==> src/rtl/topk_stream_tracker.sv <==
// Streaming top-K tracker.
// Keeps the K largest samples seen since reset/clear, sorted descending (entry 0 = largest),
// together with each entry's arrival index. Equal values never displace, so earlier samples
// rank higher among ties. Empty entries behave as -infinity and always read as zero.
//
// Ports:
//   clk        clock, all state updates on posedge
//   reset      asynchronous, active-high
//   clear      synchronous flush of table and counters (a same-cycle sample is kept)
//   in_valid   in_data carries a sample this cycle
//   in_data    sample value
//   top_data   entry i at [i*WIDTH +: WIDTH]
//   top_idx    arrival index of entry i at [i*IDX_W +: IDX_W]
//   top_vld    bit i set = entry i occupied
//   sample_cnt accepted samples since reset/clear, saturating
//   updated    pulse: table changed on the previous edge
module topk_stream_tracker #(
    parameter int unsigned WIDTH  = 32,
    parameter int unsigned K      = 3,
    parameter bit          SIGNED = 1'b1,
    parameter int unsigned IDX_W  = 16
) (
    input  logic                 clk,
    input  logic                 reset,
    input  logic                 clear,
    input  logic                 in_valid,
    input  logic [WIDTH-1:0]     in_data,
    output logic [K*WIDTH-1:0]   top_data,
    output logic [K*IDX_W-1:0]   top_idx,
    output logic [K-1:0]         top_vld,
    output logic [IDX_W-1:0]     sample_cnt,
    output logic                 updated
);

    logic [WIDTH-1:0] data_q [K];
    logic [WIDTH-1:0] data_d [K];
    logic [IDX_W-1:0] idx_q  [K];
    logic [IDX_W-1:0] idx_d  [K];
    logic [K-1:0]     vld_q, vld_d;
    logic [IDX_W-1:0] cnt_q, cnt_d;
    logic [IDX_W-1:0] arr_q, arr_d;
    logic             upd_q, upd_d;

    // Table as seen after an optional clear; insertion is applied on top of it.
    logic [WIDTH-1:0] base_data [K];
    logic [IDX_W-1:0] base_idx  [K];
    logic [K-1:0]     base_vld;
    logic [IDX_W-1:0] base_cnt;
    logic [IDX_W-1:0] base_arr;

    // Neighbour (i-1) views, so the shift needs no out-of-range index at i = 0.
    logic [WIDTH-1:0] prev_data [K];
    logic [IDX_W-1:0] prev_idx  [K];
    logic [K-1:0]     prev_vld;
    logic [K-1:0]     ins;
    logic [K-1:0]     prev_ins;

    always_comb begin
        for (int unsigned i = 0; i < K; i++) begin
            base_data[i] = clear ? '0 : data_q[i];
            base_idx[i]  = clear ? '0 : idx_q[i];
        end
        base_vld = clear ? '0 : vld_q;
        base_cnt = clear ? '0 : cnt_q;
        base_arr = clear ? '0 : arr_q;

        // Because the table is sorted and fills in order, ins is a thermometer code:
        // once a slot qualifies, every lower-ranked slot does too.
        for (int unsigned i = 0; i < K; i++) begin
            if (SIGNED) begin
                ins[i] = !base_vld[i] || ($signed(in_data) > $signed(base_data[i]));
            end else begin
                ins[i] = !base_vld[i] || (in_data > base_data[i]);
            end
        end

        prev_data[0] = '0;
        prev_idx[0]  = '0;
        prev_vld[0]  = 1'b0;
        prev_ins[0]  = 1'b0;
        for (int unsigned i = 1; i < K; i++) begin
            prev_data[i] = base_data[i-1];
            prev_idx[i]  = base_idx[i-1];
            prev_vld[i]  = base_vld[i-1];
            prev_ins[i]  = ins[i-1];
        end

        for (int unsigned i = 0; i < K; i++) begin
            data_d[i] = base_data[i];
            idx_d[i]  = base_idx[i];
            vld_d[i]  = base_vld[i];
            if (in_valid && ins[i]) begin
                if (!prev_ins[i]) begin
                    // Insertion point p.
                    data_d[i] = in_data;
                    idx_d[i]  = base_arr;
                    vld_d[i]  = 1'b1;
                end else begin
                    data_d[i] = prev_data[i];
                    idx_d[i]  = prev_idx[i];
                    vld_d[i]  = prev_vld[i];
                end
            end
        end

        arr_d = base_arr;
        cnt_d = base_cnt;
        if (in_valid) begin
            arr_d = base_arr + 1'b1;
            if (base_cnt != '1) begin
                cnt_d = base_cnt + 1'b1;
            end
        end

        upd_d = clear || (in_valid && (|ins));
    end

    always_ff @(posedge clk or posedge reset) begin
        if (reset) begin
            for (int unsigned i = 0; i < K; i++) begin
                data_q[i] <= '0;
                idx_q[i]  <= '0;
            end
            vld_q <= '0;
            cnt_q <= '0;
            arr_q <= '0;
            upd_q <= 1'b0;
        end else begin
            for (int unsigned i = 0; i < K; i++) begin
                data_q[i] <= data_d[i];
                idx_q[i]  <= idx_d[i];
            end
            vld_q <= vld_d;
            cnt_q <= cnt_d;
            arr_q <= arr_d;
            upd_q <= upd_d;
        end
    end

    always_comb begin
        for (int unsigned i = 0; i < K; i++) begin
            top_data[i*WIDTH +: WIDTH] = data_q[i];
            top_idx[i*IDX_W +: IDX_W]  = idx_q[i];
        end
    end

    assign top_vld    = vld_q;
    assign sample_cnt = cnt_q;
    assign updated    = upd_q;

endmodule
==> config.mk <==
export PLATFORM = sky130hd
export DESIGN_NAME = topk_stream_tracker
export DESIGN_NICKNAME = d
export VERILOG_FILES = /design/src/rtl/topk_stream_tracker.sv
export SDC_FILE = /design/constraint.sdc
export NUM_CORES = 1
export LEC_CHECK = 0
export BUFFER_PORTS_ARGS = -buffer_cell sky130_fd_sc_hd__buf_2
export CAP_MARGIN = 20
export CORE_UTILIZATION = 50
export DETAILED_ROUTE_END_ITERATION = 8
export PLACE_DENSITY = 0.78
export SYNTH_ARGS = -nofsm -noshare
export SYNTH_HDL_FRONTEND = slang
export SYNTH_SLANG_ARGS = --single-unit
==> constraint.sdc <==
create_clock -name clk -period 7.8 [get_ports clk]
set_input_delay 1.95 -clock clk [delete_from_list [all_inputs] [get_ports clk]]
set_output_delay 1.95 -clock clk [all_outputs]
set_load 0.02 [all_outputs]
==> results of run 1 <==
==> worst min path at each step <==
| stage | endpoint | slack, ns | cells past startpoint |
|---|---|---|---|
| floorplan | top_idx[15] | 0.52 | 2 |
| global placement | top_idx[15] | 0.53 | 2 |
| detailed placement | sample_cnt[10] | 0.55 | 2 |
| CTS | sample_cnt[10] | 0.56 | 2 |
| global route | top_vld[1] | 0.58 | 2 |
| finish | sample_cnt[10] | 0.56 | 2 |
==> sequential cells by signal, summed over array words and instances, names as in the netlist <==
| register | flops |
|---|---|
| arr_q | 16 |
| top_idx | 48 |
| sample_cnt | 16 |
| updated | 1 |
| top_vld | 3 |
| top_data | 96 |
==> cells in the mapped netlist (all sizes together), types with 2 or more instances <==
master / count / area share, %
o21ai: 48 / 2.1
mux2i: 77 / 6.6
o31ai: 3 / 0.19
a21boi: 3 / 0.19
or4: 3 / 0.22
o221ai: 33 / 2.5
nand3b: 3 / 0.19
and4: 4 / 0.30
o2111ai: 16 / 1.2
or3: 19 / 1.0
or3b: 30 / 2.2
a211o: 2 / 0.15
xnor2: 20 / 1.5
a221o: 3 / 0.26
dfrtp: 180 / 39
a31oi: 33 / 1.8
clkbuf: 48 / 1.5
nor2: 62 / 2.0
a21oi: 46 / 2.1
ha: 98 / 10
xor2: 7 / 0.52
and3: 3 / 0.16
buf: 25 / 1.4
or2: 3 / 0.16
nand4: 30 / 1.6
nand2: 39 / 1.3
nor2b: 92 / 4.9
nand2b: 68 / 3.6
a211oi: 5 / 0.32
o211ai: 4 / 0.26
nor3: 11 / 0.47
mux2: 35 / 3.4
nand3: 52 / 2.3
nor4: 5 / 0.27
a21o: 7 / 0.45
inv: 91 / 2.9
==> cell families after synthesis <==
logic type                 Yosys count
DFF                                180
adders and majority gates           98
muxes                              112
buffers and inverters              165
and+or+nand+nor                    426
AOI/OAI and AO/OA                  211
xor gates and xnor gates            27
==> cell usage in the layout, fill, tap and decap left out, types with 4 or more instances in the layout <==
master,n
nor3_1,11
ha_1,98
nand2b_1,68
or3b_2,29
nor2b_1,92
clkinvlp_4,5
xnor2_1,20
buf_4,17
nor4_1,5
mux2_2,28
mux2_1,7
buf_2,198
inv_1,90
xor2_1,7
mux2i_1,77
o221ai_1,33
a21o_1,7
nand2_1,39
o21ai_0,45
clkbuf_16,17
a31oi_1,33
o2111ai_1,16
a21oi_1,44
o211ai_1,4
or3_1,18
a211oi_1,4
nand3_1,50
and4_1,4
nor2_1,61
nand4_1,30
dfrtp_1,180
==> power by group through the flow <==
| stage | combinational [mW] | clock, mW | sequential [mW] |
|---|---|---|---|
| detailed placement | 0.631 | 0 | 1.06 |
| global route | 0.701 | 0.920 | 1.05 |
| floorplan | 0.352 | 0 | 1.13 |
| global placement | 0.616 | 0 | 1.06 |
| finish | 0.640 | 0.866 | 1.04 |
| CTS | 0.635 | 0.878 | 1.04 |
==> layout make-up <==
class                      count  area, sq um
fill                        1927         9261
multi-input combinational    874         6538
sequential                   180         4504
timing repair buffer         216         1139
clock buffer                  18        439.2
tap                          313        391.6
inverter                      92        350.3
clock inverter                14        150.1
antenna                        2        5.005
==> critical path, cell delays in order <==
cell and delay (ns):
buf_4 0.67, nor2b_1 0.21, inv_1 0.11, ha_1 0.26
a21oi_1 0.18, a21oi_1 0.08, a211oi_1 0.48, nor4bb_1 0.64
a211o_2 0.78, buf_4 0.43, mux2i_1 0.23, mux2i_1 0.11
==> through the flow <==
step / setup slack [ns] / area [sq um] / std cells / total power, mW / util, %
3_3_place_gp: 1.522 / 12890 / 1672 / 1.673 / 56.58
6_report: 1.804 / 13520 / 1709 / 2.548 / 59.34
2_1_floorplan: 0.9630 / 11700 / 1219 / 1.484 / -
5_1_grt: 1.505 / 13510 / 1708 / 2.669 / 59.33
4_1_cts: 1.881 / 13480 / 1704 / 2.555 / 59.17
3_5_place_dp: 1.443 / 12890 / 1672 / 1.690 / 56.58
==> routing by layer <==
metal  up-vias  global-route usage (%)  share of wire, %
met2       423                   43.03                45
met5         -                       0             0.040
li1       4688                       -                 -
met3        75                   6.741               8.5
met1      4770                   36.94                43
met4         2                   10.89               3.4
==> impl_metrics.env, run 1 <==
export IMPL_outcome="complete, no violations"
export IMPL_drtIter0Drc=712
export IMPL_min_path_type="reg -> reg"
export IMPL_worstReg2RegStart="top_data[31]"
export IMPL_finalHoldViolCount=0
export IMPL_swShare_pct=32.96
export IMPL_h_tree_depth=4
export IMPL_path_max_fanout=96
export IMPL_drc=0
export IMPL_synth_xor_area_share_pct=2.021
export IMPL_gp_congestion=0.9103
export IMPL_dieArea_sq_um=24010
export IMPL_cts_resized=0
export IMPL_synth_warnings=0
export IMPL_startpoint_type="input pin"
export IMPL_hold_ws_ns=0.5633
export IMPL_tightest_slew_ns=1.026
export IMPL_leakage_nw=6.181
export IMPL_syn_inst=1219
export IMPL_synthAdderAreaFrac_pct=10.48
export IMPL_arrival_ns=6.30
export IMPL_row_count=55
export IMPL_synthSimpleGateAreaFrac_pct=20.93
export IMPL_endpoint="top_data[77]"
export IMPL_die_w_microns=155.0
export IMPL_crit_start="clear"
export IMPL_maxCapViolCount=0
export IMPL_routed_wl_microns=32410
export IMPL_synth_distinct_cells=60
export IMPL_vias=9958
export IMPL_synth_compound_area_share_pct=12.26
export IMPL_ir_worst_vdd_mv=0.1490
export IMPL_slew_limit_headroom_pct=31.58
export IMPL_io_buffers=199
export IMPL_core_area_sq_um=22780
export IMPL_syn_area_sq_um=11700
export IMPL_grt_max_degree=97
export IMPL_synth_top_family_by_area="simple AND/OR/NAND/NOR gates"
export IMPL_synth_area_mux_share_pct=9.957
export IMPL_grt_pass1_vias=9686
export IMPL_rsz0062_at_grt="false"
export IMPL_power_switching_uw=840.0
export IMPL_path_clk_slew_ns=0.07
export IMPL_tritoncts="yes"
export IMPL_wl_per_cell_microns=18.96
export IMPL_setup_viol=0
export IMPL_powerDensity_nw_per_um2=188.5
export IMPL_r2r_cells=12
export IMPL_antenna_found_initial=3
export IMPL_grt_overflow=0
export IMPL_avgViaCountPerCell=5.827
export IMPL_clkPwrFrac_pct=34.0
export IMPL_grt_pass1_wl_microns=51960
export IMPL_syn_area_per_cell_sq_um=9.597
export IMPL_fin_nets=1515
export IMPL_insertion_delay_ns=0.43
export IMPL_synth_seq_area_share_pct=38.50
export IMPL_finalMaxSlewViolations=0
export IMPL_timing_fmax_ghz=0.1668
export IMPL_synthArstFlopShare_pct=100.0
export IMPL_syn_nets=1353
export IMPL_numCtsBuffers=17
export IMPL_clk_path_buf_depth=2
export IMPL_grt_usage_pct=27.60
export IMPL_num_io_pins=200
export IMPL_root_buffer="clkbuf_16"
export IMPL_area_growth_pct=15.54
export IMPL_critPathKind="in -> reg"
export IMPL_finalClockSkew_ns=0.01013
export IMPL_r2r_end="top_idx[5]"
export IMPL_die_y_microns=155.0
export IMPL_synthFlopType="dfrtp_1"
export IMPL_ant_nets=0
export IMPL_hpwl_microns=22840
export IMPL_min_period_ns=5.996
export IMPL_reg2reg_slack_ns=3.64
export IMPL_cp_end_kind="register"
export IMPL_finalCritPeriodShare_pct=76.87
export IMPL_critPathRequiredTime_ns=8.11
export IMPL_min_from="sample_cnt[10]"
export IMPL_synth_edf_count=0
export IMPL_internal_power_mw=1.708
export IMPL_p_seq_share_pct=40.9
export IMPL_cts_setup_buffers=0
export IMPL_hold_buffers=0
export IMPL_first_pass_iters=5
export IMPL_combPwrFrac_pct=25.1
export IMPL_ys_ff_latch=180
export IMPL_initial_utilization_pct=51.36
export IMPL_tns_ns=0
export IMPL_drive_gt1_share_pct=23.03
export IMPL_clkSinkCount=180
Note: power is estimated with default switching activity, not from simulation.
==> inputs of run 2 (changes only) <==
--- a/config.mk
+++ b/config.mk
@@ -9,7 +9,7 @@
 export CAP_MARGIN = 20
 export CORE_UTILIZATION = 50
 export DETAILED_ROUTE_END_ITERATION = 8
-export PLACE_DENSITY = 0.78
+export PLACE_DENSITY = 0.81
 export SYNTH_ARGS = -nofsm -noshare
 export SYNTH_HDL_FRONTEND = slang
 export SYNTH_SLANG_ARGS = --single-unit
==> constraint.sdc (replaced) <==
create_clock -name clk -period 5.2 [get_ports clk]
set_input_delay 1.3 -clock clk [delete_from_list [all_inputs] [get_ports clk]]
set_output_delay 1.3 -clock clk [all_outputs]
set_load 0.02 [all_outputs]
==> run 2 against run 1 <==
  * Non-clock buffer count grew 14
  * Wire length grew 3.2%
  * Worst setup slack lost 1.2 ns
  * Total power grew 54%
  * Combinational power grew 54%
  * Largest power group unchanged
==> impl_metrics.env, run 2 (synthesized netlist as in run 1, its figures left out) <==
export IMPL_routed_wl_microns=33450
export IMPL_largest_register_ffs=96
export IMPL_outcome="complete, no violations"
export IMPL_root_buffer="clkbuf_16"
export IMPL_tightest_slew_ns=1.053
export IMPL_powerDensity_nw_per_um2=286.7
export IMPL_grt_max_degree=181
export IMPL_insertion_delay_ns=0.44
export IMPL_num_io_pins=200
export IMPL_dieArea_sq_um=24010
export IMPL_hold_buffers=0
export IMPL_drive_gt1_share_pct=23.79
export IMPL_first_pass_iters=5
export IMPL_min_path_type="reg -> reg"
export IMPL_area_growth_pct=16.79
export IMPL_clk_path_buf_depth=2
export IMPL_initial_utilization_pct=51.36
export IMPL_final_cell_mix="buf_2 (198), dfrtp_1 (180), ha_1 (98)"
export IMPL_ant_nets=0
export IMPL_slew_limit_headroom_pct=29.80
export IMPL_drc=0
export IMPL_timing_fmax_ghz=0.2192
export IMPL_maxCapViolCount=0
export IMPL_tns_ns=0
export IMPL_io_buffers=199
export IMPL_tritoncts="yes"
export IMPL_finalMaxSlewViolations=0
export IMPL_crit_chain="buf_4 -> buf_12 -> buf_4 -> nor2b_1 -> inv_1 -> ha_1 -> nand4_1 -> nor4_1 -> o31ai_1 -> buf_4 -> a211o_2 -> buf_12 -> or3b_2 -> o221ai_1"
export IMPL_finalHoldViolCount=0
export IMPL_multiInputGateArea_sq_um=6538
export IMPL_rsz0062_at_grt="false"
export IMPL_fin_nets=1529
export IMPL_cts_setup_buffers=0
export IMPL_finalCritPeriodShare_pct=87.72
export IMPL_fillers=1902
export IMPL_antenna_found_initial=0
export IMPL_n_antenna_cell=0
export IMPL_globalRouteMet1Util_pct=37.20
export IMPL_vias=10210
export IMPL_grt_usage_pct=28.01
export IMPL_gr_max_usage_layer="met2"
export IMPL_cp_end_kind="register"
export IMPL_die_y_microns=155.0
export IMPL_grt_overflow=0
export IMPL_setup_viol=0
export IMPL_avgViaCountPerCell=5.933
export IMPL_grt_pass1_wl_microns=53010
export IMPL_finalClockSkew_ns=0.009948
export IMPL_wl_per_cell_microns=19.44
export IMPL_leakage_nw=6.272
export IMPL_die_w_microns=155.0
export IMPL_core_area_sq_um=22780
export IMPL_path_clk_slew_ns=0.07
export IMPL_startpoint_type="input pin"
export IMPL_grt_pass1_vias=10005
export IMPL_path_max_fanout=54
export IMPL_cpPeakStageDelay_ns=0.53
export IMPL_final_common_cell="buf_2"
export IMPL_clkSinkCount=180
export IMPL_gp_congestion=0.9148
export IMPL_arrival_ns=4.91
export IMPL_seq_area_sq_um=4504
export IMPL_path_common_cell="buf_4"
export IMPL_cp_slowest_cell="nor4_1"
export IMPL_drtIter0Drc=964
export IMPL_hpwl_microns=23170
export IMPL_grt_use_met2_pct=43.65
export IMPL_numCtsBuffers=17
export IMPL_min_period_ns=4.561
export IMPL_cts_resized=0
export IMPL_grtUsageMet3_pct=6.379
export IMPL_h_tree_depth=4
export IMPL_critPathRequiredTime_ns=5.55
export IMPL_p_total_mw=3.918
export IMPL_ir_worst_vdd_mv=0.2251
export IMPL_row_count=55
export IMPL_critPathKind="in -> reg"
## run 2: through the flow
step | hold slack [ns] | instances | instance area [sq um] | util, % | setup WS, ns
final | 0.5547 | 1721 | 13660 | 59.98 | 0.6388
after floorplan | 0.5177 | 1219 | 11700 | - | 0.4361
after global placement | 0.5261 | 1689 | 13050 | 57.30 | 0.4751
after global routing | 0.5686 | 1721 | 13660 | 59.98 | 0.4969
after CTS | 0.5548 | 1721 | 13660 | 59.98 | 0.7048
after detailed placement | 0.5442 | 1689 | 13050 | 57.30 | 0.3222
## run 2: critical path, delay by kind of cell
family	cells	cell delay [ns]
and+or+nand+nor	4	1.37
buffers and inverters	6	1.18
AOI/OAI and AO/OA	3	0.70
adders and majority gates	1	0.32
## run 2: area by class of cell
class	count	area share [%]
Clock buffer	18	3.214
Clock inverter	14	1.264
Inverter	92	2.555
Multi-Input combinational cell	874	47.85
Sequential cell	180	32.97
Tap cell	313	2.866
Timing Repair Buffer	230	9.286
## run 2: path summary, 6_finish.rpt
kind / startpoint / endpoint / slack [ns] / cells after the start
worst max register to register: top_data[63] / top_idx[40] / 1.57 / 11
worst min register to register: arr_q[15] / top_idx[15] / 0.55 / 2
worst min-delay path: arr_q[15] / top_idx[15] / 0.55 / 2
worst max-delay path: clear / top_idx[40] / 0.64 / 14
min in group asynchronous: reset / top_data[88] / 1.12 / 3
max in group asynchronous: reset / top_data[43] / 3.27 / 3
## run 2: routing by layer
layer	vias up	routed length (microns)
met2	467	15390
met4	0	1006
met1	4971	14230
met3	72	2825
li1	4700	-
met5	-	0
## run 2: power by group
part | total, mW | internal [mW] | leakage (nW) | switching [mW]
sequential | 1.56 | 1.50 | 2.39 | 0.0637
clock | 1.37 | 0.775 | 0.297 | 0.596
combinational | 0.983 | 0.349 | 3.59 | 0.634
==> inputs of run 3 (changes only) <==
--- a/config.mk
+++ b/config.mk
@@ -9,6 +9,7 @@
 export CAP_MARGIN = 20
 export CORE_UTILIZATION = 50
 export DETAILED_ROUTE_END_ITERATION = 8
+export MAX_ROUTING_LAYER = met4
 export PLACE_DENSITY = 0.81
 export SYNTH_ARGS = -nofsm -noshare
 export SYNTH_HDL_FRONTEND = slang
==> run 3 against run 2 <==
  * Design area down 0.59%
  * Sequential share of layout area up 0.19 points
  * Clock power down 7%
  * Count of clock-buffer cells in the layout down 1
  * Hold slack worse by 0.011 ns
  * Total power down 3.0%
  * Core utilization down 0.35 points
  * Fmax up 0.50%
  * Die area unchanged
  * Largest cell class unchanged
  * Largest power group unchanged
==> impl_metrics.env, run 3 (synthesized netlist as in run 1, its figures left out) <==
export IMPL_slew_limit_headroom_pct=30.20
export IMPL_finalMaxSlewViolations=0
export IMPL_die_y_microns=155.0
export IMPL_cp_slowest_cell="buf_4"
export IMPL_internal_power_mw=2.480
export IMPL_gp_congestion=0.9242
export IMPL_cts_resized=0
export IMPL_root_buffer="clkbuf_16"
export IMPL_reg2reg_slack_ns=1.74
export IMPL_path_max_fanout=82
export IMPL_drtIter0Drc=981
export IMPL_grt_max_degree=181
export IMPL_grt_pass1_vias=9850
export IMPL_outcome="complete, no violations"
export IMPL_fillers=1884
export IMPL_setup_viol=0
export IMPL_drive_gt1_share_pct=23.63
export IMPL_cpPeakStageDelay_ns=0.60
export IMPL_row_count=55
export IMPL_initial_utilization_pct=51.36
export IMPL_crit_chain="buf_4 -> buf_4 -> nor2b_1 -> inv_1 -> ha_1 -> a21oi_1 -> o21ai_0 -> a22oi_1 -> a211oi_1 -> a211o_2 -> buf_12 -> or3b_2 -> o221ai_1"
export IMPL_timing_fmax_ghz=0.2203
export IMPL_tns_ns=0
export IMPL_fin_nets=1526
export IMPL_r2r_end="top_data[18]"
export IMPL_clkPwrFrac_pct=33.4
export IMPL_path_clk_slew_ns=0.07
export IMPL_r2r_cells=11
export IMPL_arrival_ns=4.89
export IMPL_powerDensity_nw_per_um2=279.8
export IMPL_avgViaCountPerCell=5.912
export IMPL_cts_setup_buffers=0
export IMPL_dp_cells=1686
export IMPL_core_area_sq_um=22780
export IMPL_final_core_util_pct=59.63
export IMPL_vias=10156
export IMPL_cp_end_kind="register"
export IMPL_finalHoldViolCount=0
export IMPL_area_growth_pct=16.11
export IMPL_h_tree_depth=4
export IMPL_routed_wl_microns=32300
export IMPL_finalCritPeriodShare_pct=87.28
export IMPL_p_seq_share_pct=41.1
export IMPL_tritoncts="yes"
export IMPL_wl_per_cell_microns=18.80
export IMPL_critPathRequiredTime_ns=5.55
export IMPL_min_period_ns=4.538
export IMPL_antenna_found_initial=0
export IMPL_path_common_cell="buf_4"
export IMPL_clkSinkCount=180
export IMPL_grt_overflow=0
export IMPL_tightest_slew_ns=1.033
export IMPL_ant_nets=0
export IMPL_grt_usage_pct=27.96
export IMPL_leakage_nw=6.233
export IMPL_insertion_delay_ns=0.45
export IMPL_die_w_microns=155.0
export IMPL_hpwl_microns=22630
export IMPL_worstReg2RegStart="top_data[31]"
export IMPL_finalClockSkew_ns=0.01057
export IMPL_first_pass_iters=7
export IMPL_power_switching_mw=1.321
export IMPL_clk_path_buf_depth=2
export IMPL_ir_worst_vdd_mv=0.2260
export IMPL_rsz0062_at_grt="false"
export IMPL_n_antenna_cell=0
export IMPL_finish_cell_count_without_fillers=1718
export IMPL_io_buffers=199
export IMPL_combPwrFrac_pct=25.4
export IMPL_swShare_pct=34.75
export IMPL_final_common_cell="buf_2"
export IMPL_startpoint_type="input pin"
export IMPL_crit_start="clear"
export IMPL_largest_register_ffs=96
export IMPL_grt_pass1_wl_microns=51230
export IMPL_min_path_type="reg -> reg"
export IMPL_drc=0
export IMPL_hold_buffers=0
export IMPL_final_cell_mix="buf_2 (198), dfrtp_1 (180), ha_1 (98)"
export IMPL_num_io_pins=200
export IMPL_numCtsBuffers=17
export IMPL_endpoint="top_idx[47]"
export IMPL_critPathKind="in -> reg"
export IMPL_dieArea_sq_um=24010
export IMPL_maxCapViolCount=0
==> run 3: changes by cell type in the layout (fill, tap and decap cells not counted), sizes merged <==
| cell | change |
|---|---|
| buf | -3 |
| clkinv | +1 |
| clkinvlp | -1 |
| clkbuf | -1 |
| bufinv | -3 |
| inv | +4 |
==> run 3: stage by stage <==
stage                     total power, mW  worst slack [ns]  hold WS, ns  instance area (sq um)
final                               3.801            0.6615       0.5433                  13580
after detailed placement            2.542            0.3134       0.5409                  13020
after CTS                           3.811            0.7457       0.5462                  13580
after global routing                3.968            0.4688       0.5714                  13580
after global placement              2.519            0.3437       0.5280                  13020
after floorplan                     2.227            0.4361       0.5177                  11700
==> run 3: cell type report <==
type / instances / area (sq um) / share of cell area [%]
Tap cell: 313 / 391.6 / 2.883
Clock buffer: 17 / 425.4 / 3.132
Timing Repair Buffer: 227 / 1234 / 9.083
Clock inverter: 15 / 141.4 / 1.041
Multi-Input combinational cell: 874 / 6538 / 48.13
Sequential cell: 180 / 4504 / 33.16
Inverter: 92 / 349.1 / 2.570
==> run 3: worst min path at each step <==
stage	start	endpoint	slack, ns	depth (start not counted)
2_1_floorplan	arr_q[15]	top_idx[15]	0.52	2
3_3_place_gp	arr_q[15]	top_idx[15]	0.53	2
3_5_place_dp	arr_q[15]	top_idx[15]	0.54	2
5_1_grt	arr_q[15]	top_idx[15]	0.57	2
4_1_cts	arr_q[15]	top_idx[15]	0.55	2
6_report	arr_q[15]	top_idx[15]	0.54	2
==> run 3: power by group through the flow <==
stage | combinational, mW | sequential [mW] | clock (mW)
after floorplan | 0.529 | 1.70 | 0
after global placement | 0.933 | 1.59 | 0
after detailed placement | 0.955 | 1.59 | 0
after CTS | 0.961 | 1.56 | 1.29
after global routing | 1.06 | 1.57 | 1.34
final | 0.967 | 1.56 | 1.27
==> run 3: per-layer routing <==
layer | track usage [%] | vias up | share of wire [%]
met5 | - | - | 0
met4 | 13.44 | 0 | 3.6
met3 | 5.822 | 83 | 8.4
met2 | 41.38 | 447 | 45
met1 | 36.56 | 4921 | 43
li1 | - | 4705 | -
==> run 3: critical path, delay by kind of cell <==
family | cells | cell delay [ns]
AO/OA/AOI/OAI | 6 | 1.45
adder cells (fa/ha/maj) | 1 | 0.25
buffers and inverters | 4 | 1.20
AND/OR/NAND/NOR | 2 | 0.55
